--- config.mk ---
export PLATFORM = sky130hd
export DESIGN_NAME = icache_direct
export DESIGN_NICKNAME = d
export VERILOG_FILES = /design/src/rtl/icache_direct.sv
export SDC_FILE = /design/constraint.sdc
export NUM_CORES = 1
export LEC_CHECK = 0
export CAP_MARGIN = 20
export CORE_MARGIN = 1
export CORE_UTILIZATION = 30
export DETAILED_ROUTE_END_ITERATION = 6
export PLACE_DENSITY_LB_ADDON = 0.08
export REMOVE_ABC_BUFFERS = 1
export SKIP_LAST_GASP = 1
export SYNTH_ARGS = -nofsm -noshare
export SYNTH_HDL_FRONTEND = slang
export SYNTH_SLANG_ARGS = --single-unit
export TNS_END_PERCENT = 50
--- constraint.sdc ---
create_clock -name CLK -period 11.8 [get_ports CLK]
set_input_delay 2.36 -clock CLK [delete_from_list [all_inputs] [get_ports CLK]]
set_output_delay 2.36 -clock CLK [all_outputs]
set_load 0.01 [all_outputs]
--- src/rtl/icache_direct.sv ---
// icache_direct: direct-mapped instruction cache with one-word blocks.
// Hits are answered combinationally in IDLE. A miss starts one fill, which
// always finishes to the latched miss address. iflush invalidates every frame.
// Optional build macro ICACHE_STATS_EN adds the hit_cnt and miss_cnt counters.
module icache_direct #(
    parameter int SETS   = 16,
    parameter int ADDR_W = 32
) (
    input  logic              CLK,
    input  logic              RST,
    input  logic              imemREN,
    input  logic [ADDR_W-1:0] imemaddr,
    input  logic              iflush,
    output logic              ihit,
    output logic [ADDR_W-1:0] imemload,
    output logic              iREN,
    output logic [ADDR_W-1:0] iaddr,
    input  logic [ADDR_W-1:0] iload,
`ifdef ICACHE_STATS_EN
    input  logic              iwait,
    output logic [31:0]       hit_cnt,
    output logic [31:0]       miss_cnt
`else
    input  logic              iwait
`endif
);
    localparam int IDX_W = $clog2(SETS);
    localparam int TAG_W = ADDR_W - IDX_W - 2;

    typedef enum logic {IDLE, FILL} state_t;

    state_t                  state;
    logic [ADDR_W-3:0]       miss_word;   // word address of the outstanding fill
    logic [SETS-1:0]         valid;
    logic [TAG_W-1:0]        tags [SETS];
    logic [ADDR_W-1:0]       data [SETS];

    logic [IDX_W-1:0]        req_idx;
    logic [TAG_W-1:0]        req_tag;
    logic [IDX_W-1:0]        fill_idx;
    logic [TAG_W-1:0]        fill_tag;
    logic                    hit;
    logic                    miss_start;
    logic                    fill_done;
    logic                    unused_byte_off;

    assign req_idx  = imemaddr[IDX_W+1:2];
    assign req_tag  = imemaddr[ADDR_W-1:IDX_W+2];
    assign fill_idx = miss_word[IDX_W-1:0];
    assign fill_tag = miss_word[ADDR_W-3:IDX_W];
    // The fetch PC is word aligned, so its byte offset carries no information.
    assign unused_byte_off = ^imemaddr[1:0];

    // Lookup: only IDLE can report a hit, so a line being refilled is never bypassed.
    always_comb begin
        hit      = 1'b0;
        imemload = '0;
        if (state == IDLE && imemREN && valid[req_idx] && tags[req_idx] == req_tag) begin
            hit      = 1'b1;
            imemload = data[req_idx];
        end
    end

    assign ihit       = hit;
    assign miss_start = (state == IDLE) && imemREN && !hit && !iflush;
    assign fill_done  = (state == FILL) && !iwait && !RST;
    assign iREN       = (state == FILL);
    assign iaddr      = (state == FILL) ? {miss_word, 2'b00} : '0;

    // Control FSM and valid bits. A flush wins over the valid set of a completing fill.
    always_ff @(posedge CLK) begin
        if (RST) begin
            state     <= IDLE;
            miss_word <= '0;
            valid     <= '0;
        end else begin
            case (state)
                IDLE: begin
                    if (miss_start) begin
                        state     <= FILL;
                        miss_word <= imemaddr[ADDR_W-1:2];
                    end
                end
                FILL: begin
                    if (!iwait) state <= IDLE;
                end
                default: state <= IDLE;
            endcase
            if (iflush)
                valid <= '0;
            else if (fill_done)
                valid[fill_idx] <= 1'b1;
        end
    end

    // Tag and data arrays: written on fill completion, even when a flush drops the valid bit.
    always_ff @(posedge CLK) begin
        if (fill_done) begin
            tags[fill_idx] <= fill_tag;
            data[fill_idx] <= iload;
        end
    end

`ifdef ICACHE_STATS_EN
    // Statistics: hit cycles and miss starts, both wrapping at 2^32.
    always_ff @(posedge CLK) begin
        if (RST) begin
            hit_cnt  <= '0;
            miss_cnt <= '0;
        end else begin
            if (hit)        hit_cnt  <= hit_cnt + 32'd1;
            if (miss_start) miss_cnt <= miss_cnt + 32'd1;
        end
    end
`endif

endmodule

==> reports/qor.csv <==
metric,value,unit
global-route wire length before repair,144,mm
outcome,finished clean,
RSZ-0062 raised after global routing,no,
Most used DFF post-synth,edfxtp_1,
max frequency,0.102,GHz
post-synth cell types,49,
synth top area cells,"edfxtp_1 73%, mux4_2 16%, dfxtp_1 2.5%",
CTS tree,yes,
Inst Count DP,3453,
clock-pin slew on the worst setup and hold paths,0.06,ns
total grt overflow,0,
drt total wl,101,mm
Seq cells post-synth,975,
Non-Filler Instances,3664,
CP endpoint kind,primary output,
# hold bufs at CTS,0,
Setup WS pre-CTS,1.78,ns
Worst-Skew Late Latency,0.69,ns
Syn Area/Cell,22.1,sq um
Post-synth EDFFs,928,
"most common cell after layout, fill and taps aside",edfxtp_1,
Avg WL per Cell,27.6,microns
worst slew pin tran,1.03,ns
post-route ant nets,0,
Register-to-Register Path Depth,6,
GP Congestion,0.678,
Critical Path AT,7.42,ns
hold_sp,valid[6],
yosys warns,0,
worst hold path depth,1,
Synth async-reset ratio,0,
"setup slack, reg-to-reg",8.04,ns
"Slew Viols, Final",0,
Hold Crit Endpoint,valid[6],
post-CTS setup buffer count,0,
nets@finish,1987,
Root Buffer,clkbuf_16,
drt pass-1 iters,4,
Crit path buffers/inverters,4,
initial antenna violation count,5,
DP HPWL,53.2,mm
Synth area leader,edfxtp_1,
PortBufs,130,
Max Root-Sink Buffers,3,
Crit path max-delay family,buffers and inverters,
cells after synthesis,1715,
DRC viols,0,
# fillers,11625,
starting density of the core,0.302,
CP Max Fanout,62,
Synth top area share,0.734,
post-layout min period,9.78,ns
final setup fails,0,
R2R Path End,data[9][8],
worst path required time,9.44,ns
Worst Clk Skew,0.0335,ns
Core ar.,126000,sq um
pwr/cell area,167,nW/um^2
post-CTS sizing,0,
Die Y,358,microns
crit-path cells,buf_6 -> buf_4 -> mux4_2 -> mux2i_1 -> mux2i_1 -> xnor2_1 -> o2111ai_1 -> a2111oi_4 -> nand3_2 -> buf_4 -> nor2b_1 -> clkdlybuf4s50_1,
fin crit share,0.829,
H-tree levels,3,
"Area growth, synth to finish",18.5,%
Pleak,0.0136,uW
maximum VDD drop,0.113,mV
die width,358,microns
critical path's largest stage delay,0.69,ns
critical path class,primary input to primary output,
I/O pin count,135,
Worst R2R Start,iREN,
proportion of layout cells with a drive suffix above 1,0.254,
gr usage total,0.160,
vias in the first global route,19506,
vias per cell,4.85,
total chip power,7520,uW
final worst slack,2.02,ns
die area,128000,sq um
Via Count,17755,
relative slew slack,0.311,
site row count,130,
max_cap viols,0,
HP Class,flop to flop,
most frequent cells in the layout,"928 x edfxtp_1, 265 x mux4_2, 125 x clkdlybuf4s50_1",
largest net degree at the start of global routing,81,
Post-Syn Area,38000,sq um
setup TNS,0,ns
clock sinks,975,
count of final hold-check violations,0,
slowest stage cell on the critical path,nand3_2,
TritonCTS Buffers,113,
Iter 0 DRT Violations,1108,
"Seq/Total Area, Yosys",0.759,
Startpoint Class,primary input,
-- worst max-delay path by stage --
stage	start	end	depth (start not counted)
3_5_place_dp	imemaddr[4]	imemload[24]	12
2_1_floorplan	imemaddr[5]	imemload[0]	8
5_1_grt	imemaddr[4]	imemload[24]	12
4_1_cts	imemaddr[4]	imemload[24]	12
3_3_place_gp	imemaddr[4]	imemload[0]	12
6_report	imemaddr[4]	imemload[0]	12
-- per-stage QoR --
step	area [sq um]	hold slack (ns)	util
6_report	45000	0.460	0.358
5_1_grt	45000	0.483	0.358
4_1_cts	45000	0.465	0.358
3_5_place_dp	41400	0.451	0.329
3_3_place_gp	41300	0.442	0.329
2_1_floorplan	37400	0.435	-
-- area by class of cell --
cell class / instances / area, sq um / share of cell area
Antenna cell: 3 / 7.51 / 0.000167
Clock buffer: 141 / 3050 / 0.0677
Clock inverter: 67 / 562 / 0.0125
Inverter: 6 / 25.0 / 0.000556
Multi-Input combinational cell: 642 / 8740 / 0.194
Sequential cell: 975 / 28800 / 0.641
Tap cell: 1650 / 2060 / 0.0459
Timing Repair Buffer: 180 / 1720 / 0.0381
-- where the power goes --
part / switching [uW] / internal, uW / leakage [uW] / total (uW)
Sequential: 23.9 / 3800 / 0.00847 / 3820
Combinational: 167 / 144 / 0.00338 / 311
Clock: 1380 / 2010 / 0.00175 / 3390
-- cell families (layout without fill, tap and decap cells) --
group,after synthesis,in the layout,synth area share
AOI/OAI and AO/OA,55,55,0.0111
other,1,5,0.0000988
and+or+nand+nor,226,226,0.0342
muxes,336,336,0.176
buffers and inverters,99,394,0.0140
DFF,975,975,0.759
xor gates and xnor gates,23,23,0.00531
-- synthesized netlist by cell type (3+ instances only) --
master and n:
xor2_1 5, xnor2_1 18, and2_1 33, nor3_1 15, o21a_1 17, o22ai_1 15
buf_2 31, a21oi_1 4, nand4_1 4, edfxtp_1 928, buf_4 14, mux2i_1 65
dfxtp_1 47, nor2b_1 36, nor2_1 24, mux4_2 265, buf_6 9, inv_1 4
buf_1 4, nand2b_1 75, clkbuf_1 35, nand2_1 16, mux2_2 6, a211o_1 3
or2_2 3, nand3_1 10
-- worst register-to-register path: stages, from the launching register on --
cell     delay [ns]
dfxtp_2        0.31
buf_4          0.46
nor4b_1        0.41
nand2_1        0.31
nor2_4         0.71
buf_4          0.50
buf_4          0.66
-- sequential cells by signal, indices dropped and copies added (netlist names) --
| signal | count |
|---|---|
| data | 512 |
| iREN | 1 |
| tags | 416 |
| valid | 16 |
| miss_word | 30 |
-- routing by layer --
| layer | global-route usage | part of all wire | up-vias |
|---|---|---|---|
| met5 | 0 | 0.00020 | - |
| met4 | 0.0351 | 0.014 | 2 |
| met3 | 0.0259 | 0.036 | 107 |
| met2 | 0.267 | 0.49 | 346 |
| met1 | 0.220 | 0.46 | 9756 |
| li1 | - | - | 7544 |
No activity file was read; power rests on OpenSTA's default activity.
